**src/rtl/ex_stage_pkg.sv**
```systemverilog
// Shared widths, ID/EX record layout and lane-mask helper for the MIPS execute stage.
package ex_stage_pkg;

    localparam int ID_TO_EX_WD        = 161;
    localparam int EX_TO_MEM_WD       = 76;
    localparam int EX_TO_ID_WD        = 38;
    localparam int LOAD_SRAM_DATA_WD  = 5;
    localparam int STORE_SRAM_DATA_WD = 3;
    localparam int STALL_WD           = 6;

    localparam logic Stop   = 1'b1;
    localparam logic NoStop = 1'b0;

    localparam int ALU_ADD  = 11;
    localparam int ALU_SUB  = 10;
    localparam int ALU_SLT  = 9;
    localparam int ALU_SLTU = 8;
    localparam int ALU_AND  = 7;
    localparam int ALU_NOR  = 6;
    localparam int ALU_OR   = 5;
    localparam int ALU_XOR  = 4;
    localparam int ALU_SLL  = 3;
    localparam int ALU_SRL  = 2;
    localparam int ALU_SRA  = 1;
    localparam int ALU_LUI  = 0;

    localparam int DIV_SIGNED = 1;

    localparam int HILO_MFHI = 3;
    localparam int HILO_MFLO = 2;
    localparam int HILO_MTHI = 1;
    localparam int HILO_MTLO = 0;

    typedef struct packed {
        logic [31:0] pc;
        logic [11:0] alu_op;
        logic [1:0]  div_op;
        logic [3:0]  hilo_op;
        logic [4:0]  load;
        logic [2:0]  store;
        logic        sel_rf_res;
        logic        rf_we;
        logic [4:0]  rf_waddr;
        logic [31:0] src1;
        logic [31:0] src2;
        logic [31:0] rt_data;
    } id_to_ex_t;

    // Byte lanes touched by an access; halfword ignores addr[0], word ignores both bits.
    function automatic logic [3:0] lane_mask(input logic [1:0] addr, input logic is_byte,
                                             input logic is_half, input logic is_word);
        logic [3:0] m;
        m = 4'b0000;
        if (is_word)
            m = 4'b1111;
        else if (is_half)
            m = addr[1] ? 4'b1100 : 4'b0011;
        else if (is_byte)
            m = 4'b0001 << addr;
        return m;
    endfunction

endpackage

```
**src/rtl/ex_stage_if.sv**
```systemverilog
// Pipeline-facing bus bundle of the execute stage: ID/EX input, MEM/ID outputs and data-SRAM request.
interface ex_stage_if;
    import ex_stage_pkg::*;

    logic [STALL_WD-1:0]           stall;
    logic [ID_TO_EX_WD-1:0]        id_to_ex_bus;
    logic [EX_TO_MEM_WD-1:0]       ex_to_mem_bus;
    logic [EX_TO_ID_WD-1:0]        ex_to_id_bus;
    logic                          ex_is_load;
    logic                          stallreq_for_ex;
    logic [LOAD_SRAM_DATA_WD-1:0]  load_sram_wb_data;
    logic [STORE_SRAM_DATA_WD-1:0] store_sram_wb_data;
    logic                          data_sram_en;
    logic [3:0]                    data_sram_wen;
    logic [31:0]                   data_sram_addr;
    logic [31:0]                   data_sram_wdata;

    modport master (
        input  stall, id_to_ex_bus,
        output ex_to_mem_bus, ex_to_id_bus, ex_is_load, stallreq_for_ex,
               load_sram_wb_data, store_sram_wb_data,
               data_sram_en, data_sram_wen, data_sram_addr, data_sram_wdata
    );

    modport slave (
        output stall, id_to_ex_bus,
        input  ex_to_mem_bus, ex_to_id_bus, ex_is_load, stallreq_for_ex,
               load_sram_wb_data, store_sram_wb_data,
               data_sram_en, data_sram_wen, data_sram_addr, data_sram_wdata
    );
endinterface

```
**src/rtl/ex_stage_div.sv**
```systemverilog
// ex_div: 32-step restoring divider (IDLE -> CALC -> DONE) with signed fix-up and divide-by-zero override.
module ex_div (
    input  logic        clk,
    input  logic        rst,
    input  logic        start,
    input  logic        signed_op,
    input  logic [31:0] op1,
    input  logic [31:0] op2,
    input  logic        stall_ex,
    output logic        busy,
    output logic        done,
    output logic [31:0] quotient,
    output logic [31:0] remainder
);

    localparam logic [1:0] IDLE = 2'd0;
    localparam logic [1:0] CALC = 2'd1;
    localparam logic [1:0] DONE = 2'd2;

    logic [1:0]  state;
    logic [5:0]  cnt;
    logic [31:0] quo_r;
    logic [31:0] rem_r;
    logic [31:0] divisor;
    logic [31:0] dividend_raw;
    logic        neg_q;
    logic        neg_r;
    logic        by_zero;
    logic [32:0] shifted;
    logic [32:0] diff;
    logic        fits;

    assign shifted = {rem_r, quo_r[31]};
    assign diff    = shifted - {1'b0, divisor};
    assign fits    = shifted >= {1'b0, divisor};

    always_ff @(posedge clk) begin
        if (!rst) begin
            state        <= IDLE;
            cnt          <= 6'd0;
            quo_r        <= 32'd0;
            rem_r        <= 32'd0;
            divisor      <= 32'd0;
            dividend_raw <= 32'd0;
            neg_q        <= 1'b0;
            neg_r        <= 1'b0;
            by_zero      <= 1'b0;
        end else begin
            case (state)
                IDLE: if (start) begin
                    quo_r        <= (signed_op && op1[31]) ? -op1 : op1;
                    divisor      <= (signed_op && op2[31]) ? -op2 : op2;
                    rem_r        <= 32'd0;
                    dividend_raw <= op1;
                    neg_q        <= signed_op & (op1[31] ^ op2[31]);
                    neg_r        <= signed_op & op1[31];
                    by_zero      <= (op2 == 32'd0);
                    cnt          <= 6'd0;
                    state        <= CALC;
                end
                CALC: begin
                    rem_r <= fits ? diff[31:0] : shifted[31:0];
                    quo_r <= {quo_r[30:0], fits};
                    cnt   <= cnt + 6'd1;
                    if (cnt == 6'd31)
                        state <= DONE;
                end
                DONE: if (!stall_ex)
                    state <= IDLE;
                default: state <= IDLE;
            endcase
        end
    end

    assign busy      = rst & (((state == IDLE) & start) | (state == CALC));
    assign done      = (state == DONE);
    assign quotient  = by_zero ? 32'hFFFF_FFFF : (neg_q ? -quo_r : quo_r);
    assign remainder = by_zero ? dividend_raw  : (neg_r ? -rem_r : rem_r);

endmodule

```
**src/rtl/ex_stage.sv**
```systemverilog
// ex_stage: MIPS execute stage (ID/EX register, ALU, HI/LO, data-SRAM request).
// Define EX_DIV_EN to instantiate the ex_div divider; otherwise div/divu are NOPs.
module ex_stage
    import ex_stage_pkg::*;
(
    input  logic       clk,
    input  logic       rst,
    ex_stage_if.master bus
);

    id_to_ex_t   id_ex;
    logic [31:0] hi;
    logic [31:0] lo;
    logic        div_busy;
    logic        div_done;
    logic [31:0] div_quo;
    logic [31:0] div_rem;

    // A stall on ID with EX free inserts a bubble; otherwise EX holds while stalled.
    always_ff @(posedge clk) begin
        if (!rst)
            id_ex <= '0;
        else if (bus.stall[1] == Stop && bus.stall[2] == NoStop)
            id_ex <= '0;
        else if (bus.stall[2] == NoStop)
            id_ex <= bus.id_to_ex_bus;
    end

`ifdef EX_DIV_EN
    ex_div u_div (
        .clk       (clk),
        .rst       (rst),
        .start     (|id_ex.div_op),
        .signed_op (id_ex.div_op[DIV_SIGNED]),
        .op1       (id_ex.src1),
        .op2       (id_ex.src2),
        .stall_ex  (bus.stall[2]),
        .busy      (div_busy),
        .done      (div_done),
        .quotient  (div_quo),
        .remainder (div_rem)
    );
`else
    logic unused_div_op;
    assign unused_div_op = ^id_ex.div_op;
    assign div_busy      = 1'b0;
    assign div_done      = 1'b0;
    assign div_quo       = 32'd0;
    assign div_rem       = 32'd0;
`endif

    // HI/LO only change when the instruction in EX actually leaves the stage.
    always_ff @(posedge clk) begin
        if (!rst) begin
            hi <= 32'd0;
            lo <= 32'd0;
        end else if (bus.stall[2] == NoStop) begin
            if (div_done) begin
                hi <= div_rem;
                lo <= div_quo;
            end else begin
                if (id_ex.hilo_op[HILO_MTHI]) hi <= id_ex.src1;
                if (id_ex.hilo_op[HILO_MTLO]) lo <= id_ex.src1;
            end
        end
    end

    logic [31:0] add_res, sub_res, slt_res, sltu_res, sll_res, srl_res, sra_res, lui_res;
    logic [31:0] alu_res;
    logic [31:0] ex_result;
    logic        is_mem, is_store, is_byte, is_half, is_word;
    logic [3:0]  mask;
    logic [31:0] wdata;

    assign add_res  = id_ex.src1 + id_ex.src2;
    assign sub_res  = id_ex.src1 - id_ex.src2;
    assign slt_res  = {31'd0, $signed(id_ex.src1) < $signed(id_ex.src2)};
    assign sltu_res = {31'd0, id_ex.src1 < id_ex.src2};
    assign sll_res  = id_ex.src2 << id_ex.src1[4:0];
    assign srl_res  = id_ex.src2 >> id_ex.src1[4:0];
    assign sra_res  = $signed(id_ex.src2) >>> id_ex.src1[4:0];
    assign lui_res  = {id_ex.src2[15:0], 16'd0};

    always_comb begin
        alu_res = ({32{id_ex.alu_op[ALU_ADD]}}  & add_res)
                | ({32{id_ex.alu_op[ALU_SUB]}}  & sub_res)
                | ({32{id_ex.alu_op[ALU_SLT]}}  & slt_res)
                | ({32{id_ex.alu_op[ALU_SLTU]}} & sltu_res)
                | ({32{id_ex.alu_op[ALU_AND]}}  & (id_ex.src1 & id_ex.src2))
                | ({32{id_ex.alu_op[ALU_NOR]}}  & ~(id_ex.src1 | id_ex.src2))
                | ({32{id_ex.alu_op[ALU_OR]}}   & (id_ex.src1 | id_ex.src2))
                | ({32{id_ex.alu_op[ALU_XOR]}}  & (id_ex.src1 ^ id_ex.src2))
                | ({32{id_ex.alu_op[ALU_SLL]}}  & sll_res)
                | ({32{id_ex.alu_op[ALU_SRL]}}  & srl_res)
                | ({32{id_ex.alu_op[ALU_SRA]}}  & sra_res)
                | ({32{id_ex.alu_op[ALU_LUI]}}  & lui_res);
    end

    assign is_store = |id_ex.store;
    assign is_mem   = (|id_ex.load) | is_store;
    assign is_byte  = id_ex.load[4] | id_ex.load[1] | id_ex.store[2];
    assign is_half  = id_ex.load[3] | id_ex.load[0] | id_ex.store[1];
    assign is_word  = id_ex.load[2] | id_ex.store[0];

    always_comb begin
        ex_result = alu_res;
        if (id_ex.hilo_op[HILO_MFHI])
            ex_result = hi;
        else if (id_ex.hilo_op[HILO_MFLO])
            ex_result = lo;
        else if (is_mem)
            ex_result = add_res;
    end

    assign mask = is_mem ? lane_mask(ex_result[1:0], is_byte, is_half, is_word) : 4'b0000;

    always_comb begin
        wdata = 32'd0;
        if (id_ex.store[2])
            wdata = {4{id_ex.rt_data[7:0]}};
        else if (id_ex.store[1])
            wdata = {2{id_ex.rt_data[15:0]}};
        else if (id_ex.store[0])
            wdata = id_ex.rt_data;
    end

    assign bus.ex_to_mem_bus      = {id_ex.pc, is_mem, mask, id_ex.sel_rf_res, id_ex.rf_we,
                                     id_ex.rf_waddr, ex_result};
    assign bus.ex_to_id_bus       = {id_ex.rf_we, id_ex.rf_waddr, ex_result};
    assign bus.ex_is_load         = |id_ex.load;
    assign bus.stallreq_for_ex    = div_busy;
    assign bus.load_sram_wb_data  = id_ex.load;
    assign bus.store_sram_wb_data = id_ex.store;
    assign bus.data_sram_en       = is_mem & ~div_busy;
    assign bus.data_sram_wen      = (is_store & ~div_busy) ? mask : 4'b0000;
    assign bus.data_sram_addr     = ex_result;
    assign bus.data_sram_wdata    = wdata;

endmodule

```
**src/flat_wrapper.sv**
```systemverilog
// flat-port wrapper written by rule: the top's interface ports become plain ports
module ex_stage_flat import ex_stage_pkg::*;
  (clk, rst, bus_stall, bus_id_to_ex_bus, bus_ex_to_mem_bus, bus_ex_to_id_bus, bus_ex_is_load, bus_stallreq_for_ex, bus_load_sram_wb_data, bus_store_sram_wb_data, bus_data_sram_en, bus_data_sram_wen, bus_data_sram_addr, bus_data_sram_wdata);
  ex_stage_if bus_i ();
  input  logic clk;
  input  logic rst;
  input wire logic [$bits(bus_i.stall)-1:0] bus_stall;
  input wire logic [$bits(bus_i.id_to_ex_bus)-1:0] bus_id_to_ex_bus;
  output wire logic [$bits(bus_i.ex_to_mem_bus)-1:0] bus_ex_to_mem_bus;
  output wire logic [$bits(bus_i.ex_to_id_bus)-1:0] bus_ex_to_id_bus;
  output wire logic [$bits(bus_i.ex_is_load)-1:0] bus_ex_is_load;
  output wire logic [$bits(bus_i.stallreq_for_ex)-1:0] bus_stallreq_for_ex;
  output wire logic [$bits(bus_i.load_sram_wb_data)-1:0] bus_load_sram_wb_data;
  output wire logic [$bits(bus_i.store_sram_wb_data)-1:0] bus_store_sram_wb_data;
  output wire logic [$bits(bus_i.data_sram_en)-1:0] bus_data_sram_en;
  output wire logic [$bits(bus_i.data_sram_wen)-1:0] bus_data_sram_wen;
  output wire logic [$bits(bus_i.data_sram_addr)-1:0] bus_data_sram_addr;
  output wire logic [$bits(bus_i.data_sram_wdata)-1:0] bus_data_sram_wdata;
  assign bus_i.stall = bus_stall;
  assign bus_i.id_to_ex_bus = bus_id_to_ex_bus;
  assign bus_ex_to_mem_bus = bus_i.ex_to_mem_bus;
  assign bus_ex_to_id_bus = bus_i.ex_to_id_bus;
  assign bus_ex_is_load = bus_i.ex_is_load;
  assign bus_stallreq_for_ex = bus_i.stallreq_for_ex;
  assign bus_load_sram_wb_data = bus_i.load_sram_wb_data;
  assign bus_store_sram_wb_data = bus_i.store_sram_wb_data;
  assign bus_data_sram_en = bus_i.data_sram_en;
  assign bus_data_sram_wen = bus_i.data_sram_wen;
  assign bus_data_sram_addr = bus_i.data_sram_addr;
  assign bus_data_sram_wdata = bus_i.data_sram_wdata;
  ex_stage u_core (.clk(clk), .rst(rst), .bus(bus_i));
endmodule
```
**config.mk**
```make
export PLATFORM = sky130hd
export DESIGN_NAME = ex_stage_flat
export DESIGN_NICKNAME = d
export VERILOG_FILES = /design/src/rtl/ex_stage_pkg.sv /design/src/rtl/ex_stage_if.sv /design/src/rtl/ex_stage_div.sv /design/src/rtl/ex_stage.sv /design/src/flat_wrapper.sv
export SDC_FILE = /design/constraint.sdc
export NUM_CORES = 1
export LEC_CHECK = 0
export BUFFER_PORTS_ARGS = -buffer_cell sky130_fd_sc_hd__buf_2
export CAP_MARGIN = 20
export CELL_PAD_IN_SITES_DETAIL_PLACEMENT = 1
export CELL_PAD_IN_SITES_GLOBAL_PLACEMENT = 2
export CORE_MARGIN = 3
export CORE_UTILIZATION = 30
export DETAILED_ROUTE_END_ITERATION = 7
export MAX_ROUTING_LAYER = met4
export PLACE_DENSITY_LB_ADDON = 0.1
export SYNTH_ARGS = -nofsm -noshare
export SYNTH_HDL_FRONTEND = slang
export SYNTH_SLANG_ARGS = --single-unit
```
**constraint.sdc**
```tcl
create_clock -name clk -period 4.4 [get_ports clk]
set_clock_uncertainty 0.05 [all_clocks]
set_input_delay 0.44 -clock clk [delete_from_list [all_inputs] [get_ports clk]]
set_output_delay 0.44 -clock clk [all_outputs]
set_load 0.02 [all_outputs]
```
# Yosys cells after proc, flatten, opt, wreduce, memory -nomap -nowiden

Cells that the tools add are included.

Register bits after elaboration: 223
Bits of input ports: 169
Word-level logic and storage cells: 74

Add/sub/neg operators: 2
Magnitude comparators: 2
Shifts and indexed selects: 4
Multiplexer cells: 12
Bitwise operators: 35
Reduce and logical (&&, ||, !) cells: 6

Operators by type and width:

| operator                                        | number |
|---|---|
| bitwise OR 32 bit                               | 12 |
| AND 32 bit                                      | 11 |
| two-way mux 32 bit                              | 6 |
| AND 32 x 1 -> 32 bit                            | 2 |
| < comparator 32 bit                             | 2 |
| adder 32 bit                                    | 1 |
| inverter 32 bit                                 | 1 |
| left shift 32 x 5 -> 32 bit                     | 1 |
| right shift 32 x 5 -> 32 bit                    | 1 |
| >>> shifter 32 x 5 -> 32 bit                    | 1 |
| subtractor 32 bit                               | 1 |
| bitwise XOR 32 bit                              | 1 |
| two-way mux 4 bit                               | 6 |
| bitwise OR 1 bit                                | 6 |
| OR reduction 5 bit                              | 1 |
| AND reduction 2 bit                             | 2 |
| left shift 1 x 2 -> 4 bit, first input constant | 1 |
| OR reduction 3 bit                              | 1 |
| inverter 1 bit                                  | 2 |
| OR reduction 2 bit                              | 1 |
| logical AND 1 bit                               | 1 |

# Logic depth before layout (Yosys ltp)

Depth in word-level cells: 22
Mapped depth: 18

# Worst setup path after synthesis

No wires, ideal clock.

Path kind: register to output
Start point: reg u_core.id_ex[66] in the netlist's numbering
End point: out bus_ex_to_id_bus[28]
Data arrival time: 4.225 ns
Data required time: 3.910 ns
Slack: -0.315 ns
Cell stages (with the launch flop): 19
Path buffers: 6
Path through: dfxtp_1 buf_2 inv_1 buf_2 buf_2 buf_2 ha_1 buf_2 a21oi_1 o21bai_1 a2111oi_2 nor4_1 o211ai_1 a41o_1 nand2b_1 mux2i_1 a221oi_2 a221oi_1 buf_4

Cells in the longest elaborated chain, start to end: 16
Elaborated cells on any way between the ends: 24
Classes of those cells: add/sub (2); shift (3); mux (3); bitwise (16)

Ends and longest elaborated chain:

| element                                           | RTL line                       | text |
|---|---|---|
| start: declaration                                | ex_stage.sv:11                 | `id_to_ex_t id_ex;` |
| start signal: assignment                          | ex_stage.sv:26                 | `id_ex <= bus.id_to_ex_bus;` |
| adder 32 bit or subtractor 32 bit (tied branches) | ex_stage.sv:75, ex_stage.sv:76 |  |
| AND 32 bit (on tied branches)                     | ex_stage.sv:85, ex_stage.sv:86 |  |
| bitwise OR 32 bit                                 | ex_stage.sv:86                 | `\| ({32{id_ex.alu_op[ALU_SUB]}} & sub_res)` |
| bitwise OR 32 bit                                 | ex_stage.sv:87                 | `\| ({32{id_ex.alu_op[ALU_SLT]}} & slt_res)` |
| bitwise OR 32 bit                                 | ex_stage.sv:88                 | `\| ({32{id_ex.alu_op[ALU_SLTU]}} & sltu_res)` |
| bitwise OR 32 bit                                 | ex_stage.sv:89                 | `\| ({32{id_ex.alu_op[ALU_AND]}} & (id_ex.src1 & id_ex.src2))` |
| bitwise OR 32 bit                                 | ex_stage.sv:90                 | `\| ({32{id_ex.alu_op[ALU_NOR]}} & ~(id_ex.src1 \| id_ex.src2))` |
| bitwise OR 32 bit                                 | ex_stage.sv:91                 | `\| ({32{id_ex.alu_op[ALU_OR]}} & (id_ex.src1 \| id_ex.src2))` |
| bitwise OR 32 bit                                 | ex_stage.sv:92                 | `\| ({32{id_ex.alu_op[ALU_XOR]}} & (id_ex.src1 ^ id_ex.src2))` |
| bitwise OR 32 bit                                 | ex_stage.sv:93                 | `\| ({32{id_ex.alu_op[ALU_SLL]}} & sll_res)` |
| bitwise OR 32 bit                                 | ex_stage.sv:94                 | `\| ({32{id_ex.alu_op[ALU_SRL]}} & srl_res)` |
| bitwise OR 32 bit                                 | ex_stage.sv:95                 | `\| ({32{id_ex.alu_op[ALU_SRA]}} & sra_res)` |
| bitwise OR 32 bit                                 | ex_stage.sv:96                 | `\| ({32{id_ex.alu_op[ALU_LUI]}} & lui_res);` |
| two-way mux 32 bit (*)                            | ex_stage.sv:111                | `else if (is_mem)` |
| two-way mux 32 bit (*)                            | ex_stage.sv:109                | `else if (id_ex.hilo_op[HILO_MFLO])` |
| two-way mux 32 bit (*)                            | ex_stage.sv:107                | `if (id_ex.hilo_op[HILO_MFHI])` |
| end: declaration                                  | flat_wrapper.sv:10             | `output wire logic [$bits(bus_i.ex_to_id_bus)-1:0] bus_ex_to_id_bus;` |

Every way passes the cells marked *; elsewhere a longest branch is shown, timed or not.

# Worst setup path in the final report

Start point: reg u_core.id_ex[64] in the netlist's numbering
End point: out bus_ex_to_id_bus[2]

The elaborated chain is that of the path after synthesis.

==> impl_metrics.py <==
metrics = {
    "global_route": {
        "grt_pass1_wl_um": 141000,
        "grt_max_degree": 73,
        "antenna_found_initial": 5,
        "grt_pass1_vias": 20700,
        "grt_usage_pct": 28.8,
        "grt.overflow.total": 0,
    },
    "final_layout": {
        "stdcell_count": 3619,
        "nets": 3027,
        "final_cell_mix": "nor2_1 (325), buf_2 (319), nand2_1 (284)",
        "area_growth_pct": 30.1,
        "fillers": 7539,
        "drive_gt1_share_pct": 35.0,
        "final_util_pct": 39.8,
        "seq_area_sq_um": 4530,
        "multi_input_area_sq_um": 13700,
        "final_common_cell": "nor2_1",
        "fin_area_sq_um": 24900,
    },
    "min_path": {
        "hold_start": "bus_id_to_ex_bus[6]",
        "holdPathStages": 3,
        "whs_endpoint": "u_core.id_ex[6]$_SDFFE_PP0N_",
        "hold_path.class": "in2reg",
    },
    "synth": {
        "synth_area_leaders": "dfxtp_1 (23%), mux2i_1 (12%), nor2_1 (6.5%)",
        "ys_types": 87,
        "synth_nets": 2687,
        "synth_top_area_share_pct": 23.4,
        "syn_avg_cell_area_sq_um": 7.90,
        "synth_top_area_cell": "dfxtp_1",
        "synthCells": 2420,
        "ys_warn_count": 0,
        "synth_edf_count": 0,
        "netlist_area_sq_um": 19100,
        "ys_ff_latch": 223,
        "synthArstFlopShare_pct": 0,
        "synth_flop_cell": "dfxtp_1",
        "ys_seq_area_share_pct": 23.4,
    },
    "sta": {
        "slew_violations": 0,
        "slew-limit-headroom_pct": 34.0,
        "period_share_pct": 99.3,
        "finalSetupViolCount": 0,
        "finalCriticalPeriod_ps": 4370,
        "rsz0062_at_grt": "true",
        "setup_tns_ps": 0,
        "worst_pin_slew_ps": 988,
        "hold_violations": 0,
        "max_freq_mhz": 229,
        "hold_slack_ps": 33.3,
    },
    "power": {
        "p_seq_share_pct": 28.6,
        "switchingPower_w": 0.00294,
        "power_frac_comb_pct": 39.8,
        "p_leak_nw": 10.9,
        "cell_internal_pwr_w": 0.00471,
        "clock_power_share_pct": 31.6,
        "power_density_nw_per_um2": 308,
        "sw_frac_of_total_pct": 38.5,
        "ir_worst_vdd_mv": 0.269,
    },
    "clock_network": {
        "numClockSinks": 223,
        "clkTransAtPathRegs_ps": 60,
        "cts_hold_buf": 0,
        "cts_buffer_depth": 3,
        "cts_tree": "done",
        "cts_inserted_buffers": 29,
        "clockRootBuffer": "clkbuf_16",
        "h-tree-depth": 1,
        "insertion_delay_ps": 580,
    },
    "drt": {
        "vias": 20000,
        "drc": 0,
        "drtIter0Drc": 1395,
        "vias_per_cell": 5.53,
        "routed_wl_um": 96600,
        "ant_nets": 0,
        "drtPass1Iterations": 8,
        "wl_per_cell_um": 26.7,
    },
    "worst_setup_path": {
        "timing.critical_path.depth": 11,
        "crit_slowest_cell": "mux4_2",
        "critPathArrivalTime_ps": 3880,
        "end_kind": "primary output",
        "cp_data_required_time_ps": 3910,
        "r2r_end": "u_core.id_ex[114]$_SDFFE_PP0N_",
        "path_buf_inv": 2,
        "reg2reg_setup_slack_ps": 2750,
        "crit_path_max_fanout": 21,
        "crit_family": "compound AO/OA/AOI/OAI gates",
        "slowest_delay_ps": 550,
        "cp_cell_sequence": "buf_16 -> mux4_2 -> nor2_1 -> nor2_1 -> o221ai_1 -> a21oi_1 -> o21ai_0 -> o211ai_1 -> o21ai_0 -> o21ai_1 -> buf_2",
        "reg2regPathDepth": 3,
        "critPathLaunch": "u_core.id_ex[64]$_SDFFE_PP0N_",
        "critPathKind": "reg2out",
        "critPathLaunchType": "flop",
        "r2r_start": "u_core.id_ex[114]$_SDFFE_PP0N_",
    },
    "place": {
        "place.gp.congestion": 0.943,
        "placed_area_sq_um": 22000,
        "hpwl_um": 72000,
        "dp.cells": 3517,
        "portBuffers": 354,
    },
    "floorplanning": {
        "core-area_sq_um": 62400,
        "row_count": 91,
        "dieArea_sq_um": 66800,
        "io_pins": 362,
        "initial_utilization_pct": 30.6,
        "die_y_um": 258,
        "chipWidth_um": 258,
    },
    "job": {
        "cap_violations": 0,
    },
    "status": {
        "status": "finished, final reports clean",
    },
}
-- state kept, by name, summed over array words and instances (netlist names) --
register and flops:
u_core.bus.ex_to_id_bus 6, u_core.bus.store_sram_wb_data 3, u_core.bus.ex_to_mem_bus 33, u_core.bus.load_sram_wb_data 5, u_core.hi 32, u_core.lo 32, u_core.id_ex 112
-- timing repair --
item,CTS,global route
buffers inserted,26,33
pin swaps,33,67
cloned,2,0
setup endpoints to repair,89,99
gates resized for setup,168,196
-- worst max-delay path by stage --
stage	to	slack (ps)
2_1_floorplan	bus_ex_to_id_bus[15]	10
3_3_place_gp	bus_ex_to_id_bus[28]	150
3_5_place_dp	bus_ex_to_id_bus[28]	80
4_1_cts	bus_ex_to_mem_bus[26]	-70
5_1_grt	bus_ex_to_mem_bus[24]	-110
6_report	bus_ex_to_id_bus[2]	30
-- worst min-delay path: stages --
cell	delay, ps
buf_2	70
mux2i_1	50
nor2_1	70
-- layer usage --
| metal | track usage [%] | share of wire, % | vias to the layer above |
|---|---|---|---|
| met2 | 49.7 | 50 | 648 |
| met4 | 9.96 | 4.4 | 0 |
| met5 | - | 0 | - |
| met1 | 34.2 | 41 | 10100 |
| li1 | - | - | 9091 |
| met3 | 4.11 | 5.2 | 177 |
-- layout make-up --
type | count | area share (%)
well taps | 837 | 4.21
flip-flops and latches | 223 | 18.2
inverters | 113 | 1.73
multi-input cells | 1771 | 55.3
repair buffers | 622 | 16.6
diodes | 2 | 0.0201
clock inverters | 11 | 0.453
clock buffers | 40 | 3.41
-- synthesized netlist by cell type (all sizes together), types with 6 or more instances --
master and count:
nand4 13, nor3 34, a222oi 16, a21o 17
xor2 6, a31oi 16, dfxtp 223, o21ai 111
or2 8, and3 6, o21bai 8, o211ai 14
o31ai 17, o22ai 10, mux2 13, nor2b 23
ha 96, nand2 287, or3 7, clkbuf 122
nor2 333, a211o 9, nand3 30, a21oi 136
inv 112, a221oi 26, a22oi 17, mux2i 221
o21a 8, a211oi 21, o221ai 19, xnor2 32
nand2b 18, mux4 59, a21boi 65, and2 6
buf 191
-- logic make-up after synthesis --
family	synth area share (%)
and+or+nand+nor	17.5
buffers and inverters	11.3
other	0.0196
xor gates and xnor gates	1.74
adders and majority gates	6.50
muxes	19.7
DFF	23.4
AOI/OAI and AO/OA	19.9
-- per-stage QoR --
step / worst slack [ps] / power [W]
after floorplan: 10.7 / 0.00392
after global placement: 153 / 0.00486
after detailed placement: 77.9 / 0.00488
after CTS: -70.6 / 0.00754
after global routing: -113 / 0.00801
final: 32.3 / 0.00765
-- power by group through the flow --
| stage | Combinational [W] | Clock [W] | Sequential (W) |
|---|---|---|---|
| 6_report | 0.00304 | 0.00242 | 0.00219 |
| 3_5_place_dp | 0.00265 | 0 | 0.00223 |
| 3_3_place_gp | 0.00263 | 0 | 0.00223 |
| 5_1_grt | 0.00323 | 0.00258 | 0.00220 |
| 4_1_cts | 0.00285 | 0.00250 | 0.00219 |
| 2_1_floorplan | 0.00172 | 0 | 0.00220 |
No activity file was read; power rests on OpenSTA's default activity.
